<file path="config.mk">
export PLATFORM = sky130hd
export DESIGN_NAME = match_collector_flat
export DESIGN_NICKNAME = d
export VERILOG_FILES = /design/src/rtl/match_collector_if.sv /design/src/rtl/match_collector.sv /design/src/flat_wrapper.sv
export SDC_FILE = /design/constraint.sdc
export NUM_CORES = 1
export LEC_CHECK = 0
export CORE_ASPECT_RATIO = 1.5
export CORE_MARGIN = 3
export CORE_UTILIZATION = 35
export CTS_CLUSTER_DIAMETER = 120
export CTS_CLUSTER_SIZE = 40
export DETAILED_ROUTE_END_ITERATION = 12
export GPL_TIMING_DRIVEN = 0
export PLACE_DENSITY_LB_ADDON = 0.08
export SETUP_SLACK_MARGIN = 0.05
export SLEW_MARGIN = 25
export SYNTH_ARGS = -nofsm -noshare
export SYNTH_HDL_FRONTEND = slang
export SYNTH_SLANG_ARGS = --single-unit
</file>
<file path="constraint.sdc">
create_clock -name CLK100MHZ -period 3.3 [get_ports CLK100MHZ]
set_clock_uncertainty 0.05 [all_clocks]
set_input_delay 0.66 -clock CLK100MHZ [delete_from_list [all_inputs] [get_ports CLK100MHZ]]
set_output_delay 0.66 -clock CLK100MHZ [all_outputs]
set_load 0.1 [all_outputs]
</file>
<file path="src/rtl/match_collector_if.sv">
// Bundle between match_collector and its neighbours: the search engine
// handshake plus the FIFO drain port.
interface match_collector_if #(
  parameter int AW = 8
);
  logic          srch_reset;
  logic          srch_activate;
  logic          srch_done;
  logic [AW-1:0] srch_found;
  logic          rd_en;
  logic [AW-1:0] rd_data;
  logic          empty;

  modport master (
    output srch_reset, srch_activate, rd_data, empty,
    input  srch_done, srch_found, rd_en
  );

  modport slave (
    input  srch_reset, srch_activate, rd_data, empty,
    output srch_done, srch_found, rd_en
  );
endinterface

</file>
<file path="src/rtl/match_collector.sv">
// Scans region [b, b+bl) with the search engine and stores each match in a FWFT FIFO.
// Optional watchdog on the done wait: define MATCH_COLLECTOR_TIMEOUT_EN.
module match_collector #(
  parameter int            DEPTH          = 16,
  parameter int            AW             = 8,
  parameter logic [AW-1:0] NOT_FOUND      = {AW{1'b1}},
  parameter int            TIMEOUT_CYCLES = 1024
) (
  input  logic          CLK100MHZ,
  input  logic          reset,
  input  logic          start,
  input  logic [AW-1:0] b,
  input  logic [AW-1:0] bl,
  output logic          busy,
  output logic [AW:0]   match_count,
  output logic          overflow,
  output logic          scan_done,
  match_collector_if.master bus
`ifdef MATCH_COLLECTOR_TIMEOUT_EN
  , output logic        timeout
`endif
);
  localparam int PW = $clog2(DEPTH);

  typedef enum logic [2:0] {IDLE, SRST, REQ, WAIT, EVAL, FIN} state_t;

  state_t        state_q, state_d;
  logic [AW:0]   end_q, end_d;
  logic [AW-1:0] found_q, found_d;
  logic          done_prev_q, done_prev_d;
  logic          busy_q, busy_d;
  logic          srch_reset_q, srch_reset_d;
  logic          srch_act_q, srch_act_d;
  logic          scan_done_q, scan_done_d;
  logic [AW:0]   match_count_q, match_count_d;
  logic          overflow_q, overflow_d;
  logic [PW:0]   wr_ptr_q, wr_ptr_d, rd_ptr_q, rd_ptr_d;
  logic [AW-1:0] rd_data_q, rd_data_d;
  logic [AW-1:0] mem_q [DEPTH];
  logic          push, pop, flush, empty, full, done_edge;
`ifdef MATCH_COLLECTOR_TIMEOUT_EN
  localparam int TW = $clog2(TIMEOUT_CYCLES) + 1;
  logic [TW-1:0] wd_q, wd_d;
  logic          timeout_q, timeout_d;
`endif

  assign empty     = (wr_ptr_q == rd_ptr_q);
  assign full      = (wr_ptr_q[PW] != rd_ptr_q[PW]) &&
                     (wr_ptr_q[PW-1:0] == rd_ptr_q[PW-1:0]);
  assign done_edge = bus.srch_done & ~done_prev_q;
  assign pop       = bus.rd_en & ~empty;

  always_comb begin
    state_d       = state_q;
    end_d         = end_q;
    found_d       = found_q;
    done_prev_d   = bus.srch_done;
    busy_d        = busy_q;
    srch_reset_d  = 1'b0;
    srch_act_d    = 1'b0;
    scan_done_d   = 1'b0;
    match_count_d = match_count_q;
    overflow_d    = overflow_q;
    push          = 1'b0;
    flush         = 1'b0;
`ifdef MATCH_COLLECTOR_TIMEOUT_EN
    wd_d          = wd_q;
    timeout_d     = timeout_q;
`endif
    unique case (state_q)
      IDLE: if (start) begin
        end_d         = {1'b0, b} + {1'b0, bl};
        match_count_d = '0;
        overflow_d    = 1'b0;
        flush         = 1'b1;
        busy_d        = 1'b1;
        srch_reset_d  = 1'b1;
        state_d       = SRST;
`ifdef MATCH_COLLECTOR_TIMEOUT_EN
        timeout_d     = 1'b0;
`endif
      end
      SRST: begin
        srch_act_d = 1'b1;
        state_d    = REQ;
      end
      REQ: begin
        state_d = WAIT;
`ifdef MATCH_COLLECTOR_TIMEOUT_EN
        wd_d    = '0;
`endif
      end
      WAIT: begin
        if (done_edge) begin
          found_d = bus.srch_found;
          state_d = EVAL;
        end
`ifdef MATCH_COLLECTOR_TIMEOUT_EN
        else if (wd_q == TW'(TIMEOUT_CYCLES - 1)) begin
          timeout_d   = 1'b1;
          scan_done_d = 1'b1;
          busy_d      = 1'b0;
          state_d     = FIN;
        end else begin
          wd_d = wd_q + 1'b1;
        end
`endif
      end
      EVAL: begin
        if (found_q == NOT_FOUND || {1'b0, found_q} >= end_q) begin
          scan_done_d = 1'b1;
          busy_d      = 1'b0;
          state_d     = FIN;
        end else if (!full) begin
          push       = 1'b1;
          srch_act_d = 1'b1;
          state_d    = REQ;
          if (match_count_q != (AW+1)'(DEPTH))
            match_count_d = match_count_q + 1'b1;
        end else begin
          overflow_d  = 1'b1;
          scan_done_d = 1'b1;
          busy_d      = 1'b0;
          state_d     = FIN;
        end
      end
      FIN:     state_d = IDLE;
      default: state_d = IDLE;
    endcase

    // Next head is the word being written this cycle when the FIFO was drained to it.
    rd_ptr_d  = flush ? '0 : rd_ptr_q + (PW+1)'(pop);
    wr_ptr_d  = flush ? '0 : wr_ptr_q + (PW+1)'(push);
    rd_data_d = rd_data_q;
    if (!flush && rd_ptr_d != wr_ptr_d) begin
      if (push && rd_ptr_d == wr_ptr_q) rd_data_d = found_q;
      else                              rd_data_d = mem_q[rd_ptr_d[PW-1:0]];
    end
  end

  always_ff @(posedge CLK100MHZ) begin
    if (reset) begin
      state_q       <= IDLE;
      end_q         <= '0;
      found_q       <= '0;
      done_prev_q   <= 1'b0;
      busy_q        <= 1'b0;
      srch_reset_q  <= 1'b0;
      srch_act_q    <= 1'b0;
      scan_done_q   <= 1'b0;
      match_count_q <= '0;
      overflow_q    <= 1'b0;
      wr_ptr_q      <= '0;
      rd_ptr_q      <= '0;
      rd_data_q     <= '0;
`ifdef MATCH_COLLECTOR_TIMEOUT_EN
      wd_q          <= '0;
      timeout_q     <= 1'b0;
`endif
    end else begin
      state_q       <= state_d;
      end_q         <= end_d;
      found_q       <= found_d;
      done_prev_q   <= done_prev_d;
      busy_q        <= busy_d;
      srch_reset_q  <= srch_reset_d;
      srch_act_q    <= srch_act_d;
      scan_done_q   <= scan_done_d;
      match_count_q <= match_count_d;
      overflow_q    <= overflow_d;
      wr_ptr_q      <= wr_ptr_d;
      rd_ptr_q      <= rd_ptr_d;
      rd_data_q     <= rd_data_d;
`ifdef MATCH_COLLECTOR_TIMEOUT_EN
      wd_q          <= wd_d;
      timeout_q     <= timeout_d;
`endif
    end
  end

  always_ff @(posedge CLK100MHZ) begin
    if (push) mem_q[wr_ptr_q[PW-1:0]] <= found_q;
  end

  assign busy              = busy_q;
  assign match_count       = match_count_q;
  assign overflow          = overflow_q;
  assign scan_done         = scan_done_q;
  assign bus.srch_reset    = srch_reset_q;
  assign bus.srch_activate = srch_act_q;
  assign bus.rd_data       = rd_data_q;
  assign bus.empty         = empty;
`ifdef MATCH_COLLECTOR_TIMEOUT_EN
  assign timeout           = timeout_q;
`endif
endmodule

</file>
<file path="src/flat_wrapper.sv">
// flat-port wrapper written by rule: the top's interface ports become plain ports
module match_collector_flat 
#(
  parameter int            DEPTH          = 16,
  parameter int            AW             = 8,
  parameter logic [AW-1:0] NOT_FOUND      = {AW{1'b1}},
  parameter int            TIMEOUT_CYCLES = 1024
)
  (CLK100MHZ, reset, start, b, bl, busy, match_count, overflow, scan_done, bus_srch_reset, bus_srch_activate, bus_rd_data, bus_empty, bus_srch_done, bus_srch_found, bus_rd_en);
  match_collector_if #(.AW(AW)) bus_i ();
  input  logic CLK100MHZ;
  input  logic reset;
  input  logic start;
  input  logic [AW-1:0] b;
  input  logic [AW-1:0] bl;
  output logic busy;
  output logic [AW:0] match_count;
  output logic overflow;
  output logic scan_done;
  output wire logic [$bits(bus_i.srch_reset)-1:0] bus_srch_reset;
  output wire logic [$bits(bus_i.srch_activate)-1:0] bus_srch_activate;
  output wire logic [$bits(bus_i.rd_data)-1:0] bus_rd_data;
  output wire logic [$bits(bus_i.empty)-1:0] bus_empty;
  input wire logic [$bits(bus_i.srch_done)-1:0] bus_srch_done;
  input wire logic [$bits(bus_i.srch_found)-1:0] bus_srch_found;
  input wire logic [$bits(bus_i.rd_en)-1:0] bus_rd_en;
  assign bus_srch_reset = bus_i.srch_reset;
  assign bus_srch_activate = bus_i.srch_activate;
  assign bus_rd_data = bus_i.rd_data;
  assign bus_empty = bus_i.empty;
  assign bus_i.srch_done = bus_srch_done;
  assign bus_i.srch_found = bus_srch_found;
  assign bus_i.rd_en = bus_rd_en;
  match_collector #(.DEPTH(DEPTH), .AW(AW), .NOT_FOUND(NOT_FOUND), .TIMEOUT_CYCLES(TIMEOUT_CYCLES)) u_core (.CLK100MHZ(CLK100MHZ), .reset(reset), .start(start), .b(b), .bl(bl), .busy(busy), .match_count(match_count), .overflow(overflow), .scan_done(scan_done), .bus(bus_i));
endmodule
</file>
==> results.ini <==
[outcome]
status = complete, no violations

[critical_path]
critPathTopFamily = simple AND/OR/NAND/NOR gates
slowest_stage = nor3_2
worstPathRequired_ns = 3.30
path_buf_inv = 2
worstPathArrival_ns = 3.23
critPathCaptureType = register
crit_type = register to register
cpPeakStageDelay_ns = 0.79
cp-start-kind = register
crit_chain = ha_1 -> nand4_1 -> nor3_2 -> a211oi_2 -> nand4_1 -> buf_4 -> clkbuf_1 -> nor3_2
worstPathMaxFanout = 11

[route]
drc = 0
wl_met3_um = 955
via_count = 5886
drtAntennaViolNets = 0
met2_length_um = 13600
first_pass_iters = 5
vias_per_cell = 5.42
drt-met1-wl_um = 8920
first_iter_violations = 324
top_layer = met4
wl_per_cell_um = 22.4
drt-total-wl_um = 24400

[cells_and_area]
final_cells = 1086
drive_above_1_share_pct = 22.7
n_fill_cell = 2120
multi_input_area_um2 = 3330
syn_to_final_growth_pct = 28.2
regArea_um2 = 4940
fin_nets = 849
antenna_cells = 0
postLayoutCellArea_um2 = 10300

[cts]
cts_sinks = 181
path_clk_slew_ns = 0.06
clockBufferDepth = 2
cts_max_level = 4
clk_latency_ns = 0.43
cts-root-buf = clkbuf_16
tritoncts = built
numCtsBuffers = 17

[yosys]
synth-edff-count = 128
syn_nets = 734
synthDistinctLibCells = 58
synth_top_area_share_pct = 47.7
synth-main-ff-cell = edfxtp_1
async_flop_share_pct = 0
ys_seq_area_share_pct = 60.9
netlist_instances = 682
synthTopCellsByArea = edfxtp_1 48%, dfxtp_1 13%, ha_1 3.4%
synthTopCellsByCount = 128 x edfxtp_1, 63 x nand2_1, 53 x dfxtp_1, 51 x a21oi_1, 49 x nor2_1
ys_ff_latch = 181
yosysTopAreaCell = edfxtp_1
yosysMostFrequentCell = edfxtp_1
synth_area_um2 = 8060
ys_warn_count = 0
avgSynthCellArea_um2 = 11.8

[pwr]
leakage_nw = 3.59
ir_drop_uv = 324
p_per_area_nw_per_um2 = 461

[placement]
dpl_cell_area_um2 = 9120
placed_cells = 1015
detailed_place_hpwl_um = 16400
gp_congestion = 0.837
pre_cts_slack_ns = -1.51
portBuffers = 51

[timing]
finalHoldViolations = 0
setup_viol = 0
rsz0062_at_grt = true
slew_headroom_pct = 33.6
tightest_slew_ns = 0.993
fin_crit_sh_pct = 97.9
finalMaxSlewViolations = 0
fin_crit_ns = 3.23
fin_ws_ns = 0.0706
max_clock_freq_mhz = 310

[die]
start_util_pct = 35.9
rows = 67
fp.dieH_um = 192
fp.coreArea_um2 = 22500
die-area_um2 = 24900
ios = 52
fp.dieW_um = 130

[min_path]
hold_path_class = register to register

[global_route]
antenna_found_initial = 0
overflow = 0
grt_pass1_vias = 6079
grt_pass1_wl_um = 36500
grt_max_degree = 17
grt_use_total_pct = 20.1

[job]
maxCapViolCount = 0

-- registers in the layout (all words and copies together), names as in the netlist --
register,cells
u_core.bus.rd_data,8
u_core.bus.srch_activate,1
u_core.bus.srch_reset,1
u_core.busy,1
u_core.done_prev_q,1
u_core.end_q,9
u_core.found_q,8
u_core.match_count,9
u_core.mem_q,128
u_core.overflow,1
u_core.rd_ptr_q,5
u_core.scan_done,1
u_core.state_q,3
u_core.wr_ptr_q,5
-- cell families after synthesis --
logic type / after synthesis / synth area share [%]
and+or+nand+nor: 211 / 12.7
DFF: 181 / 60.9
AOI/OAI and AO/OA: 138 / 11.1
buffers and inverters: 59 / 2.93
muxes: 40 / 5.34
xor gates and xnor gates: 30 / 3.35
adders and majority gates: 23 / 3.66
-- tightest hold or removal path: stages (launching register included) --
cell and delay, ns:
dfxtp_1 0.31, nand2_1 0.05, a21oi_1 0.05
-- area by class of cell --
| cell class | count | share of cell area, % |
|---|---|---|
| Tap cell | 276 | 3.34 |
| Clock inverter | 13 | 1.11 |
| Timing Repair Buffer | 97 | 8.27 |
| Buffer | 34 | 2.17 |
| Inverter | 24 | 0.920 |
| Clock buffer | 19 | 4.19 |
| Multi-Input combinational cell | 442 | 32.2 |
| Sequential cell | 181 | 47.8 |
-- stage by stage --
step	util, %	hold WS (ns)	power [mW]	setup TNS, ns
global placement	40.1	0.400	2.85	-163.00
CTS	45.0	0.410	4.79	0
global route	46.0	0.435	4.92	-2.52
finish	46.0	0.410	4.76	0
detailed placement	40.6	0.401	2.86	-124.95
floorplan	-	0.382	2.73	-0.0331
-- layout by cell type, fill, tap and decap left out, drive strengths merged, types with 18 or more instances in the layout --
master         Yosys  layout
dfxtp             53      53
nor2              49      49
mux2i             25      25
o21ai             20      20
inv               23      23
xnor2             18      18
nand2             63      63
edfxtp           128     128
a21oi             51      51
ha                22      22
clkdlybuf4s50      0      50
nand3             23      23
clkbuf            27      41
buf                8      58
-- layer usage --
layer / vias up / track usage [%]
li1: 2767 / -
met1: 2901 / 21.3
met2: 170 / 38.6
met3: 48 / 3.70
met4: 0 / 7.60
met5: - / 0
-- final timing paths --
path	startpoint	end	slack, ns	cells after the start
max	u_core.found_q[7]	u_core.mem_q[9][2]	0.07	8
min	u_core.end_q[3]	u_core.end_q[3]	0.41	2
max reg2reg	u_core.found_q[7]	u_core.mem_q[9][2]	0.07	8
min reg2reg	u_core.end_q[3]	u_core.end_q[3]	0.41	2
-- report_power, final --
part	total, mW	switching [mW]	leakage, nW	internal (mW)
clock network	1.92	0.828	0.264	1.10
logic	0.392	0.242	1.81	0.150
registers	2.45	0.0209	1.51	2.43
total	4.76	1.09	3.59	3.67
-- repair_timing --
item | 4_1_cts | 5_1_grt
buffers inserted | 29 | 11
gates cloned | 0 | 0
pin swaps | 11 | 18
setup endpoints to repair | 146 | 88
hold buffers | 0 | 0
gates resized for setup | 63 | 33
Power figures use the tool's default switching activity.
